**config.mk**
```make
export PLATFORM = sky130hd
export DESIGN_NAME = cordic_sequencer
export DESIGN_NICKNAME = d
export VERILOG_FILES = /design/src/rtl/cordic_sequencer.sv
export SDC_FILE = /design/constraint.sdc
export NUM_CORES = 1
export LEC_CHECK = 0
export CORE_ASPECT_RATIO = 1.4
export CORE_UTILIZATION = 42
export DETAILED_ROUTE_END_ITERATION = 10
export PLACE_DENSITY = 0.8
export RECOVER_POWER = 25
export SKIP_LAST_GASP = 1
export SYNTH_ARGS = -nofsm -noshare
export SYNTH_HDL_FRONTEND = slang
export SYNTH_SLANG_ARGS = --single-unit
```
**constraint.sdc**
```tcl
create_clock -name clk -period 4 [get_ports clk]
set_input_delay 0.8 -clock clk [delete_from_list [all_inputs] [get_ports clk]]
set_output_delay 0.8 -clock clk [all_outputs]
set_load 0.01 [all_outputs]
```
**src/rtl/cordic_sequencer.sv**
```systemverilog
// ---------------------------------------------------------------------------
// cordic_sequencer
//   Control FSM for an iterative CORDIC datapath. Accepts a one-cycle start
//   pulse with operands and a gain-compensation enable, then drives the core
//   through LOAD, N_ITER micro-rotations and an optional COMP step. It then
//   registers the core result and pulses done.
//
// Ports
//   clk           : rising-edge clock
//   reset         : asynchronous active-low reset
//   start         : one-cycle request pulse (accepted only when idle)
//   x_input       : signed X operand, sampled on accepted start
//   y_input       : signed Y operand, sampled on accepted start
//   K_mode        : gain-compensation enable, sampled on accepted start
//   core_x/core_y : combinational view of the core's X/Y state
//   core_load     : core loads op_x/op_y this cycle
//   op_x/op_y     : latched operands presented to the core
//   core_iter_en  : core performs one micro-rotation this cycle
//   iter_idx      : shift amount / atan LUT index of the current iteration
//   core_comp_en  : core applies the gain-compensation multiply this cycle
//   busy          : operation in progress (LOAD through DONE)
//   done          : one-cycle completion pulse
//   result_x/_y   : registered result, held until the next completion
//   overrun       : sticky; a start arrived while not idle
// ---------------------------------------------------------------------------
module cordic_sequencer #(
  parameter int WIDTH  = 8,
  parameter int N_ITER = 8,
  parameter int IDX_W  = 3
) (
  input  logic                    clk,
  input  logic                    reset,
  input  logic                    start,
  input  logic signed [WIDTH-1:0] x_input,
  input  logic signed [WIDTH-1:0] y_input,
  input  logic                    K_mode,
  input  logic signed [WIDTH-1:0] core_x,
  input  logic signed [WIDTH-1:0] core_y,
  output logic                    core_load,
  output logic signed [WIDTH-1:0] op_x,
  output logic signed [WIDTH-1:0] op_y,
  output logic                    core_iter_en,
  output logic [IDX_W-1:0]        iter_idx,
  output logic                    core_comp_en,
  output logic                    busy,
  output logic                    done,
  output logic signed [WIDTH-1:0] result_x,
  output logic signed [WIDTH-1:0] result_y,
  output logic                    overrun
);

  localparam logic [2:0] S_IDLE = 3'd0;
  localparam logic [2:0] S_LOAD = 3'd1;
  localparam logic [2:0] S_ITER = 3'd2;
  localparam logic [2:0] S_COMP = 3'd3;
  localparam logic [2:0] S_DONE = 3'd4;

  localparam logic [IDX_W-1:0] LAST_IDX = IDX_W'(N_ITER - 1);

  logic [2:0]              state_q, state_d;
  logic [IDX_W-1:0]        cnt_q, cnt_d;
  logic                    k_lat_q, k_lat_d;
  logic signed [WIDTH-1:0] op_x_q, op_x_d;
  logic signed [WIDTH-1:0] op_y_q, op_y_d;
  logic signed [WIDTH-1:0] result_x_q, result_x_d;
  logic signed [WIDTH-1:0] result_y_q, result_y_d;
  logic                    overrun_q, overrun_d;
  logic                    busy_q, busy_d;
  logic                    done_q, done_d;
  logic                    core_load_q, core_load_d;
  logic                    core_iter_en_q, core_iter_en_d;
  logic                    core_comp_en_q, core_comp_en_d;
  logic                    capture_s;

  // Next-state, operand latch, iteration counter and result capture.
  always_comb begin
    state_d   = state_q;
    cnt_d     = cnt_q;
    k_lat_d   = k_lat_q;
    op_x_d    = op_x_q;
    op_y_d    = op_y_q;
    capture_s = 1'b0;
    // A start outside IDLE is dropped and recorded; an accepted one clears it.
    overrun_d = (state_q == S_IDLE) ? (overrun_q & ~start) : (overrun_q | start);
    case (state_q)
      S_IDLE: begin
        if (start) begin
          state_d = S_LOAD;
          op_x_d  = x_input;
          op_y_d  = y_input;
          k_lat_d = K_mode;
        end else begin
          state_d = S_IDLE;
        end
      end
      S_LOAD: begin
        state_d = S_ITER;
        cnt_d   = {IDX_W{1'b0}};
      end
      S_ITER: begin
        if (cnt_q == LAST_IDX) begin
          // Counter parks at zero so iter_idx reads 0 outside ITER.
          cnt_d = {IDX_W{1'b0}};
          if (k_lat_q) begin
            state_d = S_COMP;
          end else begin
            state_d   = S_DONE;
            capture_s = 1'b1;
          end
        end else begin
          cnt_d = cnt_q + IDX_W'(1'b1);
        end
      end
      S_COMP: begin
        state_d   = S_DONE;
        capture_s = 1'b1;
      end
      S_DONE: begin
        state_d = S_IDLE;
      end
      default: begin
        state_d = S_IDLE;
        cnt_d   = {IDX_W{1'b0}};
      end
    endcase

    result_x_d = capture_s ? core_x : result_x_q;
    result_y_d = capture_s ? core_y : result_y_q;

    // Strobes are decoded from the next state so they are registered
    // alongside it and line up with the state they belong to.
    busy_d         = (state_d != S_IDLE);
    done_d         = (state_d == S_DONE);
    core_load_d    = (state_d == S_LOAD);
    core_iter_en_d = (state_d == S_ITER);
    core_comp_en_d = (state_d == S_COMP);
  end

  // State, datapath and output registers with asynchronous clear.
  always_ff @(posedge clk or negedge reset) begin
    if (!reset) begin
      state_q        <= S_IDLE;
      cnt_q          <= {IDX_W{1'b0}};
      k_lat_q        <= 1'b0;
      op_x_q         <= {WIDTH{1'b0}};
      op_y_q         <= {WIDTH{1'b0}};
      result_x_q     <= {WIDTH{1'b0}};
      result_y_q     <= {WIDTH{1'b0}};
      overrun_q      <= 1'b0;
      busy_q         <= 1'b0;
      done_q         <= 1'b0;
      core_load_q    <= 1'b0;
      core_iter_en_q <= 1'b0;
      core_comp_en_q <= 1'b0;
    end else begin
      state_q        <= state_d;
      cnt_q          <= cnt_d;
      k_lat_q        <= k_lat_d;
      op_x_q         <= op_x_d;
      op_y_q         <= op_y_d;
      result_x_q     <= result_x_d;
      result_y_q     <= result_y_d;
      overrun_q      <= overrun_d;
      busy_q         <= busy_d;
      done_q         <= done_d;
      core_load_q    <= core_load_d;
      core_iter_en_q <= core_iter_en_d;
      core_comp_en_q <= core_comp_en_d;
    end
  end

  assign core_load    = core_load_q;
  assign op_x         = op_x_q;
  assign op_y         = op_y_q;
  assign core_iter_en = core_iter_en_q;
  assign iter_idx     = cnt_q;
  assign core_comp_en = core_comp_en_q;
  assign busy         = busy_q;
  assign done         = done_q;
  assign result_x     = result_x_q;
  assign result_y     = result_y_q;
  assign overrun      = overrun_q;

endmodule

```
# ---- After elaboration in Yosys (flattened, before gate mapping)
# Cells that the tools add are included.
# Widths: inputs -> output; s select.
dict set report op_classes {
  eq_ne 9
  n_addsub 1
  n_reduce_logical 4
  muxes 10
  n_bitwise 3
}
# cell count
set op_table {}
lappend op_table {{$eq 3x2->1 const B} 4}
lappend op_table {{$pmux 3 s4} 1}
lappend op_table {{$eq 3x3->1 const B} 3}
lappend op_table {{$mux 3} 3}
lappend op_table {{$eq 3x1->1 const B} 2}
lappend op_table {{$pmux 3 s2} 1}
lappend op_table {{$mux 1} 4}
lappend op_table {{$add 3x1->3 const B} 1}
lappend op_table {{$logic_not 3->1} 1}
lappend op_table {{$reduce_bool 3->1} 1}
lappend op_table {{$reduce_or 3->1} 1}
lappend op_table {{$pmux 1 s2} 1}
lappend op_table {{$reduce_and 2->1} 1}
lappend op_table {{$and 1x1->1} 1}
lappend op_table {{$not 1->1} 1}
lappend op_table {{$or 1x1->1} 1}
dict set report totals {
  reg_bits 45
  out_inout_bits 41
  inputBits 36
  word_cells 40
}

# ---- Depth between registers and ports, before layout
# Gate-level depths: netlist (run 1).
dict set report depth {
  depth_word 4
  ltp_mapped 6
  depth_no_buf 6
}

# ---- Worst setup path before layout (run 1)
# Ideal clock, no wire load.
dict set report synth_timing {
  path_type {register to register}
  start {register cnt_q[0] (netlist: iter_idx[0])}
  end {register result_x_q[0] (netlist: result_x[0])}
  arrival_time_ps 1699
  setup_slack_ps 2176
  path_buffers 1
  stages_incl_launch_ff 7
  setup_time_ps 125
  required_time_ps 3875
  synth_period_minus_slack_ps 1824
  path_cell_list {dfrtp_1 > ha_1 > ha_1 > nor2b_1 > o21bai_4 > buf_6 > mux2_4}
}
dict set report synth_between {
  elab_chain_len 3
}
# element line
set synth_rtl {}
lappend synth_rtl {{from (decl)} 61} ;# logic [IDX_W-1:0] cnt_q, cnt_d;
lappend synth_rtl {{from (signal assigned)} 143} ;# cnt_q <= {IDX_W{1'b0}};
lappend synth_rtl {{from (signal assigned)} 157} ;# cnt_q <= cnt_d;
lappend synth_rtl {{$eq 3x3->1} 101} ;# if (cnt_q == LAST_IDX) begin
lappend synth_rtl {{$mux 1} 101}
lappend synth_rtl {{$pmux 1 s2} 85} ;# case (state_q)
lappend synth_rtl {{to (signal assigned)} 147} ;# result_x_q <= {WIDTH{1'b0}};
lappend synth_rtl {{to (signal assigned)} 161} ;# result_x_q <= result_x_d;
lappend synth_rtl {{to (decl)} 65} ;# logic signed [WIDTH-1:0] result_x_q, result_x_d;
# No other way between the ends.
# A chain may end at the register's enable or synchronous reset.

# ---- Final worst setup path (run 1)
dict set report layout_timing {
  start {register cnt_q[2] (netlist: iter_idx[2])}
  end {output iter_idx[2]}
}
# element line
set layout_lines {}
lappend layout_lines {{to (decl)} 43} ;# output logic [IDX_W-1:0] iter_idx,
# No word-level cell between the ends.

==> results of run 1 <==
==> worst register-to-register path: cells and delay by family, from the launching register on <==
kind	cells	cell delay, ns
compound gates	1	0.49
fa+ha+maj	2	0.47
flops	1	0.42
mux	1	0.41
simple gates	1	0.17
==> cells in the mapped netlist (2+ instances only) <==
master / count / area share
sky130_fd_sc_hd__ha_1: 3 / 0.021
sky130_fd_sc_hd__nor3_1: 4 / 0.011
sky130_fd_sc_hd__nor2_1: 4 / 0.0083
sky130_fd_sc_hd__dfrtp_1: 45 / 0.62
sky130_fd_sc_hd__o21ai_0: 4 / 0.011
sky130_fd_sc_hd__buf_2: 2 / 0.0056
sky130_fd_sc_hd__a21oi_1: 2 / 0.0056
sky130_fd_sc_hd__mux2_4: 10 / 0.083
sky130_fd_sc_hd__nand2_1: 5 / 0.010
sky130_fd_sc_hd__nor2b_1: 2 / 0.0069
sky130_fd_sc_hd__mux2i_1: 2 / 0.011
sky130_fd_sc_hd__mux2_2: 22 / 0.14
==> layout by cell type (no fill, tap or decap), drive strengths merged <==
cell type      Yosys  final
a21oi              3      3
a31oi              1      1
buf                4      2
bufinv             0      1
clkbuf             0      6
clkdlybuf4s50      0     75
clkinvlp           0      1
dfrtp             45     45
ha                 3      3
inv                1      1
mux2              32     32
mux2i              2      2
nand2              5      5
nand2b             2      2
nor2               4      4
nor2b              2      2
nor3               4      4
nor3b              1      1
nor4b              1      1
o21ai              4      4
o21bai             1      1
or3                1      1
or3b               1      1
==> how the worst max path moves through the flow <==
| stage | endpoint |
|---|---|
| finish | iter_idx[2] |
| CTS | iter_idx[2] |
| floorplan | result_x[0] |
| detailed placement | op_y[2] |
| global placement | op_x[0] |
| global route | result_y[1] |
==> registers in the layout, summed over array words and instances, names as in the netlist, named ones only <==
| signal | flops |
|---|---|
| core_comp_en | 1 |
| state_q | 3 |
| core_iter_en | 1 |
| op_x | 8 |
| done | 1 |
| k_lat_q | 1 |
| core_load | 1 |
| busy | 1 |
| op_y | 8 |
| result_y | 8 |
| result_x | 8 |
| iter_idx | 3 |
==> cell type report <==
cell class              instances  area share
clock buffers                   6      0.0304
clock inverters                 2      0.0138
inverters                       1     0.00138
multi-input cells              67       0.240
flip-flops and latches         45       0.414
well taps                      43      0.0198
repair buffers                 77       0.281
==> kinds of logic after synthesis <==
| family | Yosys count | synth area share |
|---|---|---|
| adder cells (fa/ha/maj) | 3 | 0.0208 |
| AND/OR/NAND/NOR | 21 | 0.0688 |
| multiplexers | 34 | 0.232 |
| AO/OA/AOI/OAI | 9 | 0.0354 |
| flip-flops | 45 | 0.625 |
| buffers and inverters | 5 | 0.0181 |
==> stage by stage <==
| step | power (mW) | instance area, µm² |
|---|---|---|
| floorplan | 1.27 | 1800 |
| global placement | 1.75 | 2600 |
| detailed placement | 1.80 | 2600 |
| CTS | 2.16 | 2720 |
| global route | 2.25 | 2720 |
| finish | 2.13 | 2720 |
==> layer usage <==
| layer | routed length [µm] | up-vias | global-route usage | share of wire |
|---|---|---|---|---|
| li1 | - | 566 | - | - |
| met2 | 2070 | 58 | 0.327 | 0.54 |
| met4 | 74 | 0 | 0.0659 | 0.019 |
| met5 | 0 | - | 0 | 0 |
| met1 | 1510 | 602 | 0.199 | 0.39 |
| met3 | 219 | 8 | 0.0438 | 0.057 |
==> power breakdown <==
| group | switching [mW] | total [mW] | internal (mW) | leakage [nW] |
|---|---|---|---|---|
| registers | 0.144 | 0.813 | 0.669 | 0.541 |
| clock network | 0.148 | 0.351 | 0.203 | 0.0574 |
| logic | 0.350 | 0.968 | 0.618 | 0.583 |
==> results_dict.tcl, run 1 <==
set metrics [dict create \
    number_of_design_rule_violations_left_after_detail_routing 6 \
    skew_ns 0.00624 \
    wl_um 3870 \
    rsz_0062_raised_after_global_routing "false" \
    total_leakage_power_nw 1.18 \
    synthCells 117 \
    synthToLayoutAreaGrowth_pct 50.9 \
    violations_in_the_final_reports "DRC" \
    timing.setup.critical_path_class "register to output pin" \
    grt-ovfl-total 0 \
    viasPerCell 5.12 \
    place_inst 233 \
    post_drt_wl_per_cell_um 16.1 \
    r2r_slack_ns 1.92 \
    arrival_ns 1.29 \
    timing.critical_path.required_ns 3.20 \
    die_height_um 79.5 \
    count_of_different_cell_masters_after_synthesis 24 \
    drt_pass1_iterations 7 \
    syn-num-nets 156 \
    cts-root-to-sink-buffers 2 \
    ctsHtreeMaxLevel 2 \
    initial_core_util 0.448 \
    number_of_synthesized_flops_with_an_enable_pin 0 \
    tritoncts_num_sinks 45 \
    r2r-end "result_y[0]" \
    cts_hold_buf 0 \
    post_cts.repair.setup_buffers 0 \
    worst_skew_pair.late_latency_ns 0.29 \
    first_global_vias 1332 \
    status "finished, violations left" \
    type_of_destination_of_the_critical_path "output pin" \
    clkTransAtPathRegs_ns 0.08 \
    post_route_cells_drive_above_1_share 0.237 \
    num-nets-final 236 \
    vias_after_detailed_routing 1234 \
    grt_pass1_wl_um 6160 \
    slew_at_the_pin_with_the_worst_max_slew_slack_ns 0.973 \
    critical-path-slowest-cell "sky130_fd_sc_hd__clkdlybuf4s50_1" \
    max-vdd-ir-drop_mv 0.488 \
    core_region_area_um2 4020 \
    start_kind "register" \
    ys_async_sr_fraction 1.00 \
    syn-mean-instance-area_um2 15.4 \
    routabilityCongestion 0.804 \
    dp_hpwl_um 2820 \
    route.antenna.remaining_nets 0 \
    timing.final.crit_period_ns 2.09 \
    grtUsageTotal 0.180 \
    number_of_violations_of_the_max_capacitance_limit 0 \
    post_cts.resized_instances 0 \
    worstRegToRegCells 5 \
    drv_slew 0 \
    synth-warning-count 0 \
    filler_cell_count 310 \
    hold_viol_final 0 \
    synth_top_flop_cell "sky130_fd_sc_hd__dfrtp_1" \
    rows 27 \
    antenna_cells_inserted 0 \
    place_worst_setup_slack_ns 1.70 \
    synth-seq-cells 45 \
    cp.depth 1 \
    crit_start "iter_idx[2]" \
    place.port_buffers 76 \
    largest_net_degree_at_the_start_of_global_routing 46 \
    finalSetupViolCount 0 \
    drt_iter0_markers 18 \
    summed_negative_setup_slack_over_all_endpoints_ns 0 \
    cell_depth_of_the_worst_min_delay_path 2 \
    design.portCount 77 \
    rr_startpoint "iter_idx[0]" \
    postLayoutSetupSlackWorst_ns 1.91 \
    die_w_um 57.4 \
    power.density_nw_per_um2 784 \
    number_of_buffers_added_by_the_clock_tree_synthesis_step 5 \
    die_area_um2 4560 \
    post_route_clock_period_utilization 0.522 \
    worst_hold_path_type "register to register" \
    critical_path.max_stage_delay_ns 0.57 \
    finished_core_util 0.676 \
    fin_cells 241 \
    cts-root-buf "sky130_fd_sc_hd__clkbuf_8" \
    worst_slew_slack_as_a_fraction_of_its_limit 0.351 \
    ordered_list_of_cells_on_the_worst_path "clkdlybuf4s50_1" \
    cp.buffers_inverters 1 \
    timing.hold.ws_ns 0.508 \
    grt_antenna_before_repair 0 \
    maxClockFrequency_ghz 0.479 \
    synth_seq_area_share 0.625 \
    cts_tree "yes" \
    critical_path_peak_fanout 5 \
    synth.cell_area_um2 1800 \
    multi_input_comb_area_um2 652 \
    layout.area.seq_um2 1130 \
    critical_path.top_delay_family "buffers and inverters" \
]
Note: power is estimated with default switching activity, not from simulation.
==> run 2, diff against run 1 <==
--- a/config.mk
+++ b/config.mk
@@ -6,9 +6,9 @@
 export NUM_CORES = 1
 export LEC_CHECK = 0
 export CORE_ASPECT_RATIO = 1.4
-export CORE_UTILIZATION = 42
+export CORE_UTILIZATION = 38
 export DETAILED_ROUTE_END_ITERATION = 10
-export PLACE_DENSITY = 0.8
+export PLACE_DENSITY = 0.77
 export RECOVER_POWER = 25
 export SKIP_LAST_GASP = 1
 export SYNTH_ARGS = -nofsm -noshare
==> constraint.sdc (replaced) <==
create_clock -name clk -period 1.7 [get_ports clk]
set_input_delay 0.34 -clock clk [delete_from_list [all_inputs] [get_ports clk]]
set_output_delay 0.34 -clock clk [all_outputs]
set_load 0.01 [all_outputs]
==> run 2 against run 1 <==
  * The run ends with setup timing left
  * Total power grew to 2.5 times the previous value
  * Sequential share of layout area is 2.9 points lower
  * Global-route usage is 0.71 points lower
  * Sequential power is 140% higher
  * Largest cell class unchanged
==> results_dict.tcl, run 2 (same netlist as run 1, synthesis figures left out) <==
set metrics [dict create \
    drv_slew 0 \
    timing.hold.ws_ns 0.305 \
    summed_negative_setup_slack_over_all_endpoints_ns -0.00102 \
    core_region_area_um2 4540 \
    highest_count_cells_in_the_layout_ignoring_fill_and_taps "sky130_fd_sc_hd__clkdlybuf4s50_1 (73), sky130_fd_sc_hd__dfrtp_1 (44), sky130_fd_sc_hd__mux2_2 (17)" \
    post_drt_wl_per_cell_um 15.8 \
    globalRouteMet1Util 0.160 \
    start_kind "register" \
    synthToLayoutAreaGrowth_pct 62.4 \
    die_area_um2 5020 \
    first_global_vias 1348 \
    postPlaceCellArea_um2 2730 \
    drt_iter0_markers 22 \
    gr-usage-met3 0.0558 \
    worst_hold_path_type "primary input to async pin" \
    timing.setup.critical_path_class "register to register" \
    antenna_cells_inserted 0 \
    design.portCount 77 \
    rows 29 \
    ordered_list_of_cells_on_the_worst_path "ha_4 -> ha_4 -> nor2b_4 -> or3b_4 -> a21oi_4 -> nor3b_2" \
    worstRegToRegCells 6 \
    worst_slew_slack_as_a_fraction_of_its_limit 0.286 \
    total_leakage_power_nw 1.31 \
    critPathMostFrequentCell "sky130_fd_sc_hd__ha_4" \
    rsz_0062_raised_after_global_routing "true" \
    cts-root-buf "sky130_fd_sc_hd__clkbuf_8" \
    final_design_instance_area_without_fill_um2 2930 \
    grt_pass1_wl_um 6270 \
    grt_antenna_before_repair 0 \
    max-vdd-ir-drop_mv 0.880 \
    hold_viol_final 0 \
    skew_ns 0.00432 \
    rr_startpoint "iter_idx[0]" \
    die_w_um 60.2 \
    grtUsageTotal 0.173 \
    largest_net_degree_at_the_start_of_global_routing 46 \
    drt_pass1_iterations 3 \
    place_inst 260 \
    viasPerCell 4.72 \
    post_route_clock_period_utilization 1.00 \
    place.port_buffers 76 \
    r2r_slack_ns -0.001 \
    most_common_cell_after_layout_fill_and_taps_aside "sky130_fd_sc_hd__clkdlybuf4s50_1" \
    filler_cell_count 350 \
    timing.critical_path.required_ns 1.93 \
    num-nets-final 246 \
    power.total_mw 5.41 \
    ctsHtreeMaxLevel 2 \
    arrival_ns 1.93 \
    violations_in_the_final_reports "setup timing" \
    finalSetupViolCount 1 \
    worst_skew_pair.late_latency_ns 0.30 \
    vias_after_detailed_routing 1274 \
    die_height_um 83.5 \
    clkTransAtPathRegs_ns 0.08 \
    grt-ovfl-total 0 \
    postLayoutSetupSlackWorst_ns -0.00102 \
    number_of_design_rule_violations_left_after_detail_routing 0 \
    timing.final.crit_period_ns 1.70 \
    critical_path.max_stage_delay_ns 0.42 \
    fin_cells 270 \
    critical-path-slowest-cell "sky130_fd_sc_hd__dfrtp_1" \
    initial_core_util 0.397 \
    critical_path_peak_fanout 4 \
    routabilityCongestion 0.800 \
    cts_hold_buf 0 \
    maxClockFrequency_ghz 0.588 \
    wl_um 4260 \
    busiest_layer "met2" \
    route.antenna.remaining_nets 0 \
    dp_hpwl_um 3120 \
    number_of_violations_of_the_max_capacitance_limit 0 \
    cts_tree "yes" \
    number_of_buffers_added_by_the_clock_tree_synthesis_step 5 \
    cts-root-to-sink-buffers 2 \
    status "finished, violations left" \
    type_of_destination_of_the_critical_path "register" \
    tritoncts_num_sinks 45 \
    grt.met2_usage 0.316 \
    slew_at_the_pin_with_the_worst_max_slew_slack_ns 1.07 \
    power.density_nw_per_um2 1850 \
    r2r-end "core_iter_en" \
    post_route_cells_drive_above_1_share 0.298 \
]
run 2: cell count changes in the layout (fill, tap and decap cells not counted), moves of 2 or more:
| cell | delta |
|---|---|
| sky130_fd_sc_hd__mux2_4 | +5 |
| sky130_fd_sc_hd__clkdlybuf4s50_1 | -2 |
| sky130_fd_sc_hd__buf_4 | +7 |
| sky130_fd_sc_hd__ha_4 | +2 |
| sky130_fd_sc_hd__dlymetal6s2s_1 | +2 |
| sky130_fd_sc_hd__ha_1 | -2 |
| sky130_fd_sc_hd__mux2_2 | -5 |
run 2: what timing repair did:
action / 4_1_cts / 5_1_grt
gates cloned: 0 / 1
endpoints found under the hold margin: 0 / 0
endpoints found under the setup margin: 8 / 15
buffers inserted: 0 / 1
resized for setup: 2 / 9
pin swaps: 2 / 2
run 2: power breakdown:
group / internal [mW] / leakage (nW) / switching [mW]
combinational: 1.64 / 0.699 / 0.916
sequential: 1.58 / 0.539 / 0.343
clock: 0.583 / 0.0681 / 0.353
run 2: per-layer routing:
metal | up-vias | share of wire
met2 | 50 | 0.59
met3 | 8 | 0.057
met4 | 0 | 0.021
li1 | 583 | -
met5 | - | 0
met1 | 633 | 0.34
run 2: area by class of cell:
class	count	area, µm²	share of cell area
multi-input combinational	67	713	0.244
clock buffer	5	68.8	0.0235
tap	62	77.6	0.0265
clock inverter	3	65.1	0.0222
sequential	45	1130	0.385
inverter	1	3.75	0.00128
timing repair buffer	87	871	0.298
run 2: worst max-delay path by stage:
| stage | from | end | depth (start not counted) |
|---|---|---|---|
| after floorplan | iter_idx[0] | result_x[0] | 6 |
| final | iter_idx[0] | core_iter_en | 6 |
| after CTS | iter_idx[1] | core_iter_en | 6 |
| after detailed placement | start | op_y[6] | 4 |
| after global placement | start | busy | 6 |
| after global routing | iter_idx[0] | core_iter_en | 6 |
run 2: per-stage QoR:
stage | worst slack, ns | utilization
finish | -0.00102 | 0.645
global route | -0.0687 | 0.645
CTS | -0.0451 | 0.634
detailed placement | -0.0355 | 0.602
global placement | -0.0273 | 0.602
floorplan | -0.0485 | -
run 2: worst max-delay path: cells and delay by family, from the launching register on:
kind	cells	cell delay, ns
adders and majority gates	2	0.35
AOI/OAI and AO/OA	1	0.16
DFF	1	0.42
and+or+nand+nor	3	0.69
